[src/rtl/vga_pkg.sv]
// Shared constants and types for the VGA raster timing generator.
package vga_pkg;

  localparam int unsigned COORD_W = 10;

  // Default 640x480@60 timing
  localparam int unsigned H_ACTIVE_DEF = 640;
  localparam int unsigned H_FP_DEF     = 16;
  localparam int unsigned H_SYNC_DEF   = 96;
  localparam int unsigned H_BP_DEF     = 48;
  localparam int unsigned V_ACTIVE_DEF = 480;
  localparam int unsigned V_FP_DEF     = 10;
  localparam int unsigned V_SYNC_DEF   = 2;
  localparam int unsigned V_BP_DEF     = 33;

  localparam int unsigned COLOR_W = 4;
  typedef logic [COLOR_W-1:0] color_t;

  function automatic color_t chan_fill(input logic bit_i);
    return {COLOR_W{bit_i}};
  endfunction

endpackage

[src/rtl/vga_color_bars.sv]
// Eight vertical colour bars for bring-up; only built when VGA_TEST_PATTERN_EN is defined.
`ifdef VGA_TEST_PATTERN_EN
module vga_color_bars
  import vga_pkg::*;
#(
  parameter int unsigned BAR_W = H_ACTIVE_DEF / 8
) (
  input  logic   clk,
  input  logic   rst_n,
  input  logic   i_ena,
  input  logic   i_de,
  input  logic   i_line_start,
  output color_t o_r,
  output color_t o_g,
  output color_t o_b
);

  localparam logic [COORD_W-1:0] BAR_LAST = COORD_W'(BAR_W - 1);

  logic [COORD_W-1:0] r_px;
  logic [2:0]         r_bar;
  logic [COORD_W-1:0] w_px;
  logic [2:0]         w_bar;

  // Pixel/bar position for the current cycle; line_start restarts both
  always_comb begin
    w_px  = r_px;
    w_bar = r_bar;
    if (i_line_start) begin
      w_px  = '0;
      w_bar = '0;
    end
  end

  always_ff @(posedge clk or negedge rst_n) begin
    if (!rst_n) begin
      r_px  <= '0;
      r_bar <= '0;
      o_r   <= '0;
      o_g   <= '0;
      o_b   <= '0;
    end else if (i_ena) begin
      if (i_de && (w_px == BAR_LAST)) begin
        r_px  <= '0;
        r_bar <= w_bar + 3'd1;
      end else if (i_de) begin
        r_px  <= w_px + 1'b1;
        r_bar <= w_bar;
      end else begin
        r_px  <= w_px;
        r_bar <= w_bar;
      end
      o_r <= i_de ? chan_fill(w_bar[0]) : '0;
      o_g <= i_de ? chan_fill(w_bar[1]) : '0;
      o_b <= i_de ? chan_fill(w_bar[2]) : '0;
    end
  end

endmodule
`endif

[src/rtl/vga_timing_gen.sv]
// VGA raster timing generator: registered hs/vs/de, coordinates and line/frame strobes.
// Optional colour-bar source enabled by defining VGA_TEST_PATTERN_EN.
module vga_timing_gen
  import vga_pkg::*;
#(
  parameter int unsigned H_ACTIVE = H_ACTIVE_DEF,
  parameter int unsigned H_FP     = H_FP_DEF,
  parameter int unsigned H_SYNC   = H_SYNC_DEF,
  parameter int unsigned H_BP     = H_BP_DEF,
  parameter int unsigned V_ACTIVE = V_ACTIVE_DEF,
  parameter int unsigned V_FP     = V_FP_DEF,
  parameter int unsigned V_SYNC   = V_SYNC_DEF,
  parameter int unsigned V_BP     = V_BP_DEF,
  parameter bit          HS_POL   = 1'b0,
  parameter bit          VS_POL   = 1'b0
) (
  input  logic               clk,
  input  logic               rst_n,
  input  logic               ena,
  output logic               hs,
  output logic               vs,
  output logic               de,
  output logic [COORD_W-1:0] x,
  output logic [COORD_W-1:0] y,
  output logic               line_start,
  output logic               frame_start,
  output color_t             r,
  output color_t             g,
  output color_t             b
);

  localparam int unsigned H_TOTAL = H_ACTIVE + H_FP + H_SYNC + H_BP;
  localparam int unsigned V_TOTAL = V_ACTIVE + V_FP + V_SYNC + V_BP;

  localparam logic [COORD_W-1:0] H_LAST  = COORD_W'(H_TOTAL - 1);
  localparam logic [COORD_W-1:0] V_LAST  = COORD_W'(V_TOTAL - 1);
  localparam logic [COORD_W-1:0] H_ACT   = COORD_W'(H_ACTIVE);
  localparam logic [COORD_W-1:0] V_ACT   = COORD_W'(V_ACTIVE);
  localparam logic [COORD_W-1:0] HS_BEG  = COORD_W'(H_ACTIVE + H_FP);
  localparam logic [COORD_W-1:0] HS_END  = COORD_W'(H_ACTIVE + H_FP + H_SYNC);
  localparam logic [COORD_W-1:0] VS_BEG  = COORD_W'(V_ACTIVE + V_FP);
  localparam logic [COORD_W-1:0] VS_END  = COORD_W'(V_ACTIVE + V_FP + V_SYNC);

  logic [COORD_W-1:0] r_h_cnt;
  logic [COORD_W-1:0] r_v_cnt;

  logic w_de;
  logic w_hs_act;
  logic w_vs_act;
  logic w_line_start;
  logic w_frame_start;

  // Decode of the current counter position, registered below
  always_comb begin
    w_de          = (r_h_cnt < H_ACT) && (r_v_cnt < V_ACT);
    w_hs_act      = (r_h_cnt >= HS_BEG) && (r_h_cnt < HS_END);
    w_vs_act      = (r_v_cnt >= VS_BEG) && (r_v_cnt < VS_END);
    w_line_start  = (r_h_cnt == '0);
    w_frame_start = w_line_start && (r_v_cnt == '0);
  end

  // Raster position counters; h and v wrap together at the last pixel of the frame
  always_ff @(posedge clk or negedge rst_n) begin
    if (!rst_n) begin
      r_h_cnt <= '0;
      r_v_cnt <= '0;
    end else if (ena) begin
      if (r_h_cnt == H_LAST) begin
        r_h_cnt <= '0;
        if (r_v_cnt == V_LAST) begin
          r_v_cnt <= '0;
        end else begin
          r_v_cnt <= r_v_cnt + 1'b1;
        end
      end else begin
        r_h_cnt <= r_h_cnt + 1'b1;
      end
    end
  end

  always_ff @(posedge clk or negedge rst_n) begin
    if (!rst_n) begin
      x           <= '0;
      y           <= '0;
      de          <= 1'b0;
      hs          <= ~HS_POL;
      vs          <= ~VS_POL;
      line_start  <= 1'b0;
      frame_start <= 1'b0;
    end else if (ena) begin
      x           <= r_h_cnt;
      y           <= r_v_cnt;
      de          <= w_de;
      hs          <= w_hs_act ? HS_POL : ~HS_POL;
      vs          <= w_vs_act ? VS_POL : ~VS_POL;
      line_start  <= w_line_start;
      frame_start <= w_frame_start;
    end
  end

`ifdef VGA_TEST_PATTERN_EN
  vga_color_bars #(
    .BAR_W(H_ACTIVE / 8)
  ) u_color_bars (
    .clk          (clk),
    .rst_n        (rst_n),
    .i_ena        (ena),
    .i_de         (w_de),
    .i_line_start (w_line_start),
    .o_r          (r),
    .o_g          (g),
    .o_b          (b)
  );
`else
  assign r = '0;
  assign g = '0;
  assign b = '0;
`endif

endmodule

[config.mk]
export PLATFORM = sky130hd
export DESIGN_NAME = vga_timing_gen
export DESIGN_NICKNAME = d
export VERILOG_FILES = /design/src/rtl/vga_pkg.sv /design/src/rtl/vga_color_bars.sv /design/src/rtl/vga_timing_gen.sv
export SDC_FILE = /design/constraint.sdc
export NUM_CORES = 1
export LEC_CHECK = 0
export BUFFER_PORTS_ARGS = -buffer_cell sky130_fd_sc_hd__buf_4
export CAP_MARGIN = 15
export CORE_MARGIN = 2
export CORE_UTILIZATION = 40
export DETAILED_ROUTE_END_ITERATION = 10
export SLEW_MARGIN = 20
export SYNTH_ARGS = -nofsm -noshare
export SYNTH_HDL_FRONTEND = slang
export SYNTH_SLANG_ARGS = --single-unit
[constraint.sdc]
create_clock -name clk -period 3 [get_ports clk]
set_clock_uncertainty 0.15 [all_clocks]
set_input_delay 0.75 -clock clk [delete_from_list [all_inputs] [get_ports clk]]
set_output_delay 0.75 -clock clk [all_outputs]
set_load 0.1 [all_outputs]
==> impl_metrics.csv <==
group,metric,value,unit
clock_tree,post_cts_buffers,0,
critical_path,path_max_fanout,15,
floorplan,ioPinCount,40,
critical_path,criticalPathCategory,"reg -> reg",
global_route,antenna_found_initial,0,
placed_design,dp.cells,283,
global_route,gr-usage-all-layers,14.4,%
placed_design,io_buffers,27,
pwr,power_leakage,1.15,nW
synth,synthAdderAreaFrac,2.26,%
critical_path,crit_top_cell,"nand4_1",
timing,timing.final.ws_setup,0.681,ns
pwr,cellPowerDensity,715,nW/um2
layout,fillers,531,
synth,synth_top_family_by_area,"simple AND/OR/NAND/NOR gates",
timing,setup_viol_count_final,0,
critical_path,path_delay_family,"simple AND/OR/NAND/NOR gates",
synth,synth_xor_area_share,3.17,%
timing,grt_setup_unrepaired,"no",
floorplan,coreArea,5440,um2
synth,synthSimpleGateAreaFrac,16.1,%
routing,vias_per_cell,4.97,
clock_tree,cts_hold_buf,0,
layout,multi_input_area,917,um2
synth,syn_area,2210,um2
run,drv_cap,0,
routing,totalWireLength,3.85,mm
worst_hold_path,hp-class,"in -> async",
routing,vias,1446,
critical_path,ff2ff_path_depth,5,
clock_tree,root_buffer,"clkbuf_8",
layout,fin_cells,291,
critical_path,critPathArrivalTime,2.35,ns
placed_design,gp_congestion,0.731,
critical_path,cpPeakStageDelay,0.73,ns
clock_tree,clkTransAtPathRegs,0.09,ns
placed_design,dpl_worst_slack,0.579,ns
floorplan,initial_core_util,40.7,%
timing,holdWs,0.291,ns
synth,synth.avg_cell_area,11.4,um2
global_route,grt_pass1_wl,6.93,mm
placed_design,dpl_cell_area,2380,um2
routing,ant_nets,0,
placed_design,dpl.hpwl,2.60,mm
clock_tree,cts_resized,0,
synth,yosysUniqueCellTypes,37,
critical_path,path_depth,5,
clock_tree,h-tree-depth,2,
synth,ys_ff_latch,45,
clock_tree,cts_tree,"built",
global_route,grt_max_degree,46,
layout,seqCellArea,1130,um2
clock_tree,insertion_delay,0.30,ns
synth,ys_seq_area_share,51.0,%
global_route,grt_pass1_vias,1411,
global_route,overflow,0,
layout,drive_gt1_share,29.7,%
layout,diodes,0,
outcome,status,"complete, no violations",
synth,syn_inst,195,
routing,drt_iter0_drc,80,
routing,firstDrtPassIters,4,
timing,drv_slew,0,
timing,hold_violations,0,
pwr,p_total,1.77,mW
timing,fin_crit_sh,77.3,%
synth,yosys-mux-area-fraction,12.6,%
timing,finalCriticalPeriod,2.32,ns
critical_path,crit_chain,"ha_1 -> nand4_1 -> nor4_4 -> nand4_1 -> mux2_2",
routing,drc,0,
floorplan,num_rows,27,
clock_tree,clockBufferDepth,2,
timing,timing.fmax,0.431,GHz
timing,slew_headroom,49.6,%
routing,wl_per_cell,13.2,um
layout,synthToLayoutAreaGrowth,11.6,%
floorplan,chipHeight,78.4,um
layout,final_cell_area,2470,um2
pwr,ir_drop,0.385,mV
clock_tree,cts_buffers,5,
floorplan,fp.dieW,78.4,um
critical_path,end_kind,"flip-flop",
critical_path,crit_required,3.03,ns
timing,tns,0,ns
layout,nets,225,
critical_path,crit_path_start_kind,"flip-flop",
synth,yosys_warnings,0,
clock_tree,clkSinkCount,45,
layout,fin_util,45.4,%
critical_path,cp_slowest_cell,"nor4_4",
timing,worst_slew_pin_slew,0.750,ns
critical_path,crit_buf_inv,0,
synth,synth-compound-area-share,5.31,%
floorplan,dieArea,6140,um2
-- cell type report --
type	count	share of cell area (%)
flip-flops and latches	45	45.7
multi-input cells	128	37.1
repair buffers	28	8.51
well taps	72	3.65
clock buffers	6	2.94
inverters	10	1.52
clock inverters	2	0.608
-- worst reg2reg max path, cell delays in order (launching register included) --
cell and delay [ns]:
dfrtp_1 0.42, ha_1 0.21, nand4_1 0.21, nor4_4 0.73, nand4_1 0.19, mux2_2 0.30
-- cell usage in the layout, fill, tap and decap left out, types with 3 or more instances in the layout --
master	Yosys	final
nand4_1	8	8
conb_1	1	12
nor4_1	4	4
inv_1	10	10
dfrtp_1	43	43
o22ai_1	3	3
xnor2_1	7	7
nand3_1	8	8
a21oi_1	5	5
nor3_1	7	7
nor2_1	12	12
nand2_1	8	8
clkbuf_8	0	5
o21ai_0	6	6
ha_1	4	4
buf_4	12	28
mux2_2	23	23
-- cells in the mapped netlist, drive strengths merged --
cell	number	area share [%]
o21ai	6	1.4
xnor2	7	2.8
ha	4	2.3
dfstp	2	2.4
xor2	1	0.40
inv	10	1.7
o22ai	3	0.85
clkbuf	5	0.90
nor4b	1	0.40
nand4b	1	0.40
a21oi	5	1.1
nand2	8	1.4
and3	3	0.90
buf	18	6.8
o21a	1	0.34
or3	3	1.1
dfrtp	43	49
nand4	8	2.3
mux2	23	12
a22o	1	0.40
or4b	1	0.62
nand3	8	1.8
nand2b	1	0.28
nor3	7	1.6
and2	1	0.28
nor4	6	3.1
o211a	1	0.45
o2bb2ai	2	0.79
nor2	12	2.0
mux2i	2	0.90
conb	1	0.17
-- registers in the layout, summed over array words and instances, names as in the netlist --
name and flops:
x 10, r_h_cnt 10, vs 1, frame_start 1, de 1, r_v_cnt 10
line_start 1, hs 1, y 10
-- cells by family (layout without fill, tap and decap cells) --
group	count (synthesis)	after routing
xor gates and xnor gates	8	8
other	1	12
and+or+nand+nor	60	60
DFF	45	45
AOI/OAI and AO/OA	19	19
adders and majority gates	4	4
buffers and inverters	33	46
muxes	25	25
-- path summary, 6_finish.rpt --
path	slack [ns]	end	startpoint
worst min-delay path	0.29	x[9]	rst_n
min in group clk	0.36	hs	hs
worst max register to register	0.68	r_v_cnt[4]	r_h_cnt[0]
max in group asynchronous	2.02	vs	rst_n
worst min register to register	0.36	hs	hs
worst max-delay path	0.68	r_v_cnt[4]	r_h_cnt[0]
-- power by group --
part / switching [mW] / internal, mW / total [mW]
sequential: 0.0929 / 0.684 / 0.777
clock: 0.203 / 0.164 / 0.368
combinational: 0.473 / 0.149 / 0.621
total: 0.769 / 0.997 / 1.77
-- layer usage --
layer  wire length [um]  GRT usage (%)  part of all wire, %  up-vias
met5                  0              0                    0        -
met4                 72           5.79                  1.9        0
met3                188           4.25                  4.9        6
met2               1590           20.3                   41       36
met1               2000           20.9                   52      698
li1                   -              -                    -      706
(Power assumes the default switching activity.)
